**src/rtl/audio_sample_fifo.sv**
```systemverilog
// rtl/audio_sample_fifo.sv - stereo sample buffer feeding the I2S transmitter
module audio_sample_fifo #(
   parameter int DEPTH     = 16,
   parameter int AW        = 4,
   parameter int LOW_WATER = 4
) (
   input  logic          MasterCLK,
   input  logic          Reset,
   input  logic          Enable,
   input  logic          Flush,
   input  logic [31:0]   WrData,
   input  logic          WrEn,
   input  logic          SyncCLK,
   input  logic          ClrFlags,
   output logic [31:0]   SampleOut,
   output logic [AW:0]   Level,
   output logic          Full,
   output logic          Empty,
   output logic          LowWater,
   output logic          Underrun,
   output logic          Overflow
);

   localparam logic [AW:0] DEPTH_L = (AW+1)'(DEPTH);
   localparam logic [AW:0] LOW_L   = (AW+1)'(LOW_WATER);

   logic [31:0] mem [DEPTH];
   logic [AW:0] wr_ptr;
   logic [AW:0] rd_ptr;
   logic        sync_d;

   logic pop_req;
   logic push_ok;
   logic push_drop;
   logic pop_ok;
   logic pop_under;

   // Status decode from the registered pointers; the extra pointer bit separates full from empty
   always_comb begin
      Level     = wr_ptr - rd_ptr;
      Full      = (Level == DEPTH_L);
      Empty     = (Level == '0);
      LowWater  = (Level <= LOW_L);
      pop_req   = SyncCLK & ~sync_d;
      push_ok   = WrEn & ~Full;
      push_drop = WrEn & Full;
      pop_ok    = pop_req & Enable & ~Empty;
      pop_under = pop_req & Enable & Empty;
   end

   // SyncCLK already lives in this clock domain, so one delay stage is enough for edge detect
   always_ff @(posedge MasterCLK or posedge Reset) begin
      if (Reset) sync_d <= 1'b0;
      else       sync_d <= SyncCLK;
   end

   // Sample storage; contents are meaningless until written so they carry no reset
   always_ff @(posedge MasterCLK) begin
      if (push_ok && !Flush) mem[wr_ptr[AW-1:0]] <= WrData;
   end

   // Pointer and output sample update; flush overrides any push or pop in the same cycle
   always_ff @(posedge MasterCLK or posedge Reset) begin
      if (Reset) begin
         wr_ptr    <= '0;
         rd_ptr    <= '0;
         SampleOut <= '0;
      end else if (Flush) begin
         wr_ptr    <= '0;
         rd_ptr    <= '0;
         SampleOut <= '0;
      end else begin
         if (push_ok) wr_ptr <= wr_ptr + 1'b1;
         if (pop_req) begin
            if (pop_ok) begin
               SampleOut <= mem[rd_ptr[AW-1:0]];
               rd_ptr    <= rd_ptr + 1'b1;
            end else begin
               SampleOut <= '0;
            end
         end
      end
   end

   // Sticky error flags; a set event in the same cycle as ClrFlags wins
   always_ff @(posedge MasterCLK or posedge Reset) begin
      if (Reset) begin
         Underrun <= 1'b0;
         Overflow <= 1'b0;
      end else begin
         if (pop_under && !Flush) Underrun <= 1'b1;
         else if (ClrFlags)       Underrun <= 1'b0;
         if (push_drop && !Flush) Overflow <= 1'b1;
         else if (ClrFlags)       Overflow <= 1'b0;
      end
   end

endmodule

```
**config.mk**
```make
export PLATFORM = sky130hd
export DESIGN_NAME = audio_sample_fifo
export DESIGN_NICKNAME = d
export VERILOG_FILES = /design/src/rtl/audio_sample_fifo.sv
export SDC_FILE = /design/constraint.sdc
export NUM_CORES = 1
export LEC_CHECK = 0
export ABC_AREA = 1
export CORE_MARGIN = 2
export CORE_UTILIZATION = 55
export DETAILED_ROUTE_END_ITERATION = 8
export GPL_TIMING_DRIVEN = 0
export MAX_ROUTING_LAYER = met4
export PLACE_DENSITY = 0.73
export SETUP_SLACK_MARGIN = 0.15
export SYNTH_ARGS = -nofsm -noshare
export SYNTH_HDL_FRONTEND = slang
export SYNTH_SLANG_ARGS = --single-unit
```
**constraint.sdc**
```tcl
create_clock -name MasterCLK -period 4.1 [get_ports MasterCLK]
set_input_delay 0.82 -clock MasterCLK [delete_from_list [all_inputs] [get_ports MasterCLK]]
set_output_delay 0.82 -clock MasterCLK [all_outputs]
set_load 0.02 [all_outputs]
```
# Word-level counts from Yosys, hierarchy flattened
# Memories as Yosys holds them, arrays and structs flattened.
# Cells that the tools add are included.
# W data, S select, Z words.
[classes]
addsub = 3
n_lt_le_gt_ge = 1
n_eq_ne = 1
n_mux = 13
bitwise = 9
n_reduce_logical = 11
[ops]
columns = ["cell", "n"]
rows = [
  ["$mux W32", 3],
  ["$mux W5", 5],
  ["$add A5 B1 Y5 const B", 2],
  ["$reduce_bool A2 Y1", 5],
  ["$and A1 B1 Y1", 6],
  ["$eq A5 B5 Y1 const B", 1],
  ["$le A5 B3 Y1 const B", 1],
  ["$logic_not A5 Y1", 1],
  ["$mux W1", 5],
  ["$sub A5 B5 Y5", 1],
  ["$logic_and A1 B1 Y1", 3],
  ["$not A1 Y1", 3],
  ["$reduce_and A2 Y1", 1],
  ["$logic_not A1 Y1", 1],
]
[word_totals]
ff_bits = 45
mem_bits_rw = 512
inputBits = 39
out_inout_bits = 42
word_cells = 45
n_memories = 1
[mem_list]
columns = ["memory", "words", "word_bits", "rd", "rd_clocked_by_memory_dff", "wr", "line_no", "source"]
rows = [
  ["mem", 16, 32, 1, 0, 1, "27", "logic [31:0] mem [DEPTH];"],
]

# Depth between registers and ports, before layout
[depth]
word_depth = 7
depth_mapped = 15

# Worst setup path before layout
# OpenSTA, ideal clock, no wires.
[synth_path]
path_kind = "register -> register"
startpoint = "register rd_ptr[1]"
endpoint = "memory mem[10][0], enable pin"
t_arrival_ns = 3.524
required_time_ns = 3.679
path_slack_ns = 0.154
path_stages_with_launch = 12
n_path_buf = 4
cell_sequence = "dfrtp_1 buf_2 inv_1 buf_2 buf_2 fa_1 xor2_2 nor2_2 nand3_4 nand3_4 buf_6 nor2_1"
[synth_between]
elab_chain_len = 7
[synth_lines]
columns = ["element", "line_no", "source"]
rows = [
  ["start, declared", "29", "logic [AW:0] rd_ptr;"],
  ["start signal, assigned", "77", "rd_ptr <= rd_ptr + 1'b1;"],
  ["$sub A5 B5 Y5", "40", "Level = wr_ptr - rd_ptr;"],
  ["named net Level[2]", "16", "output logic [AW:0] Level,"],
  ["$eq A5 B5 Y1", "41", "Full = (Level == DEPTH_L);"],
  ["$not A1 Y1", "45", "push_ok = WrEn & ~Full;"],
  ["$and A1 B1 Y1", "45", ""],
  ["$logic_and A1 B1 Y1", "59", "if (push_ok && !Flush) mem[wr_ptr[AW-1:0]] <= WrData;"],
  ["$mux W1", "59", ""],
  ["$mux W1 (not written as such)", "59", ""],
  ["end, declared", "27", ""],
]
# The timed path passes the listed nets, and every way through them passes these cells.

# Final worst setup path
[layout_path]
startpoint = "register rd_ptr[1]"
endpoint = "output Level[2]"
[layout_between]
elab_chain_len = 1
[layout_lines]
columns = ["element", "line_no"]
rows = [
  ["$sub A5 B5 Y5", "40"],
  ["end, declared", "16"],
]
# Every way passes these cells.

==> results.py <==
metrics = {
    "layout": {
        "fin_cells": 2783,
        "n_fill_cell": 2979,
        "multi_input_area_um2": 5930,
        "layout.cells.most_common": "nand2_1",
        "finalNetCount": 2254,
        "syn_to_final_growth_pct": 16.4,
        "seq_area_um2": 16500,
        "final_layout_size_suffix_gt1_share_pct": 10.9,
        "layout_common_cells": "nand2_1 (815), edfxtp_1 (512), nand3_1 (341), nor2_1 (106), clkdlybuf4s50_1 (75)",
        "fin_util_pct": 65.3,
    },
    "synth": {
        "ys_types": 27,
        "ys_warn_count": 0,
        "syn_avg_cell_area_um2": 11.2,
        "synth_seq_area_share_pct": 71.6,
        "synth_seq_cells": 557,
        "synth_nets": 2102,
        "syn_inst": 2053,
        "synthesis.area_um2": 23000,
    },
    "floorplanning": {
        "core-area_um2": 41100,
        "initial_core_util_pct": 56.1,
        "rows": 74,
        "ioPinCount": 81,
        "die_area_um2": 43600,
        "die_h_um": 209,
        "chipWidth_um": 209,
    },
    "routing": {
        "antenna_left": 0,
        "routed_via_density": 5.80,
        "drt-pass1-iter-count": 7,
        "num_vias": 16200,
        "drc": 0,
        "drt_wl_total_um": 62400,
        "routedWlPerCell_um": 22.4,
        "drtIter0Drc": 1972,
    },
    "worst_setup_path": {
        "reg2reg_from": "rd_ptr[1]",
        "worstReg2RegEnd": "mem[3][5]",
        "critical_path_arrival_ns": 3.03,
        "ff2ff_path_depth": 13,
        "end_kind": "output pin",
        "critPathKind": "flop to output pin",
        "cp_max_fo": 11,
        "rrSetupSlack_ns": 0.31,
        "cp.required_ns": 3.28,
        "start_kind": "flop",
    },
    "clocking": {
        "ctsRootBufferMaster": "clkbuf_16",
        "tritoncts": "built",
        "clock-sinks": 557,
        "clk_latency_ns": 0.61,
        "cts_buffers": 54,
        "htree_levels": 2,
        "cts_buffer_depth": 3,
        "clk_pin_slew_ns": 0.06,
        "cts_hold_buffers": 0,
    },
    "min_path": {
        "min_path_type": "flop to flop",
        "holdPathEnd": "SampleOut[11]",
        "hold_depth": 2,
        "hp-start": "SampleOut[11]",
    },
    "timing": {
        "tns_ns": 0,
        "rsz0062_at_grt": "true",
        "drv_slew": 0,
        "slew_headroom_pct": 11.9,
        "tightest_slew_ns": 1.32,
        "fmax_mhz": 260,
        "setup_violations": 0,
        "hold_viol": 0,
        "fin_crit_sh_pct": 94.0,
        "skew_ns": 0.0237,
        "fin_crit_ns": 3.85,
    },
    "pwr": {
        "seq_power_share_pct": 51.8,
        "internal_power_mw": 9.38,
        "swShare_pct": 22.5,
        "power_density_nw_per_um2": 451,
        "total_power_mw": 12.1,
        "comb_power_share_pct": 7.1,
        "pwr-share-clk_pct": 41.1,
        "ir_worst_vdd_mv": 0.338,
        "netSwitchingPower_mw": 2.72,
        "leakagePower_nw": 10.3,
    },
    "grt": {
        "grt_pass1_wl_um": 93200,
        "grt_overflow": 0,
        "antenna_found_initial": 1,
        "gr-usage-all-layers_pct": 29.8,
        "grt_max_degree": 32,
        "grt_pass1_vias": 15500,
    },
    "place": {
        "numPortBuffers": 79,
        "place_hpwl_um": 40700,
        "place.gp.congestion": 0.854,
        "dp_cells": 2681,
    },
    "run_status": {
        "status": "finished clean",
    },
    "job": {
        "maxCapViolCount": 0,
    },
}
critical path, stage by stage, from the launching register on:
cell	delay, ns
dfrtp_1	0.35
buf_2	0.18
inv_1	0.09
clkbuf_4	0.21
buf_8	0.18
fa_1	0.48
xor2_2	0.29
clkdlybuf4s50_1	0.65
kinds of logic (layout without fill, tap and decap cells):
family	after synthesis	after routing	share of synthesized area [%]
buffers and inverters	147	344	3.26
DFF	557	557	71.6
and+or+nand+nor	1326	1326	24.1
adders and majority gates	10	10	0.575
other	0	1	0
xor gates and xnor gates	7	7	0.299
AOI/OAI and AO/OA	6	6	0.141
timing repair:
action	CTS	global route
buffers inserted	0	2
cloned	0	0
pin swaps	0	1
endpoints found under the setup margin	5	4
gates resized for setup	9	8
final cells by class:
| class | instances | area share (%) |
|---|---|---|
| inverter | 30 | 0.438 |
| clock buffer | 66 | 5.36 |
| sequential | 557 | 61.5 |
| timing repair buffer | 98 | 4.54 |
| antenna | 1 | 0.00933 |
| tap | 532 | 2.48 |
| clock inverter | 35 | 1.21 |
| multi-input combinational | 1349 | 22.1 |
| buffer | 115 | 2.38 |
power by group through the flow:
stage                     Sequential [mW]  Clock [mW]  Combinational (mW)
after floorplan                      6.39           0               0.461
after global placement               6.39           0               0.794
after detailed placement             6.39           0               0.841
after CTS                            6.27        4.99               0.845
after global routing                 6.27        5.20               0.940
final                                6.27        4.97               0.860
synthesized netlist by cell type (all sizes together):
cell type	n	area, um^2
o21ai	2	10.0
ha	9	113
inv	30	118
xor2	7	68.8
a21oi	3	15.0
dfrtp	45	1130
edfxtp	512	15400
buf	96	554
nand2	847	3260
nor2	123	464
clkbuf	21	78.8
nand3	344	1760
nand4	10	62.6
a211oi	1	7.51
fa	1	20.0
or2	2	12.5
state kept, by name (all words and copies together) (netlist names):
name,count
Underrun,1
Overflow,1
sync_d,1
SampleOut,32
mem,512
wr_ptr,5
rd_ptr,5
routing by layer:
layer | vias up | GRT usage, % | wire (um)
met5 | - | - | 0
met4 | 0 | 13.5 | 2820
met3 | 191 | 5.62 | 6760
met2 | 984 | 46.3 | 29300
met1 | 7684 | 38.4 | 23500
li1 | 7295 | - | -
per-stage QoR:
step / setup WS (ns) / cell area, um^2 / hold WS, ns
2_1_floorplan: 0.154 / 23000 / 0.530
3_3_place_gp: -1.62 / 24500 / 0.461
3_5_place_dp: 0.172 / 25000 / 0.465
4_1_cts: 0.0471 / 26800 / 0.481
5_1_grt: 0.132 / 26800 / 0.493
6_report: 0.247 / 26800 / 0.477
worst max-delay path by stage:
stage | start | endpoint | slack (ns)
2_1_floorplan | rd_ptr[1] | mem[10][0] | 0.15
3_3_place_gp | rd_ptr[2] | mem[3][2] | -1.62
3_5_place_dp | rd_ptr[1] | Full | 0.17
4_1_cts | rd_ptr[1] | Full | 0.05
5_1_grt | rd_ptr[1] | Empty | 0.13
6_report | rd_ptr[1] | Level[2] | 0.25
Power figures use the tool's default switching activity.
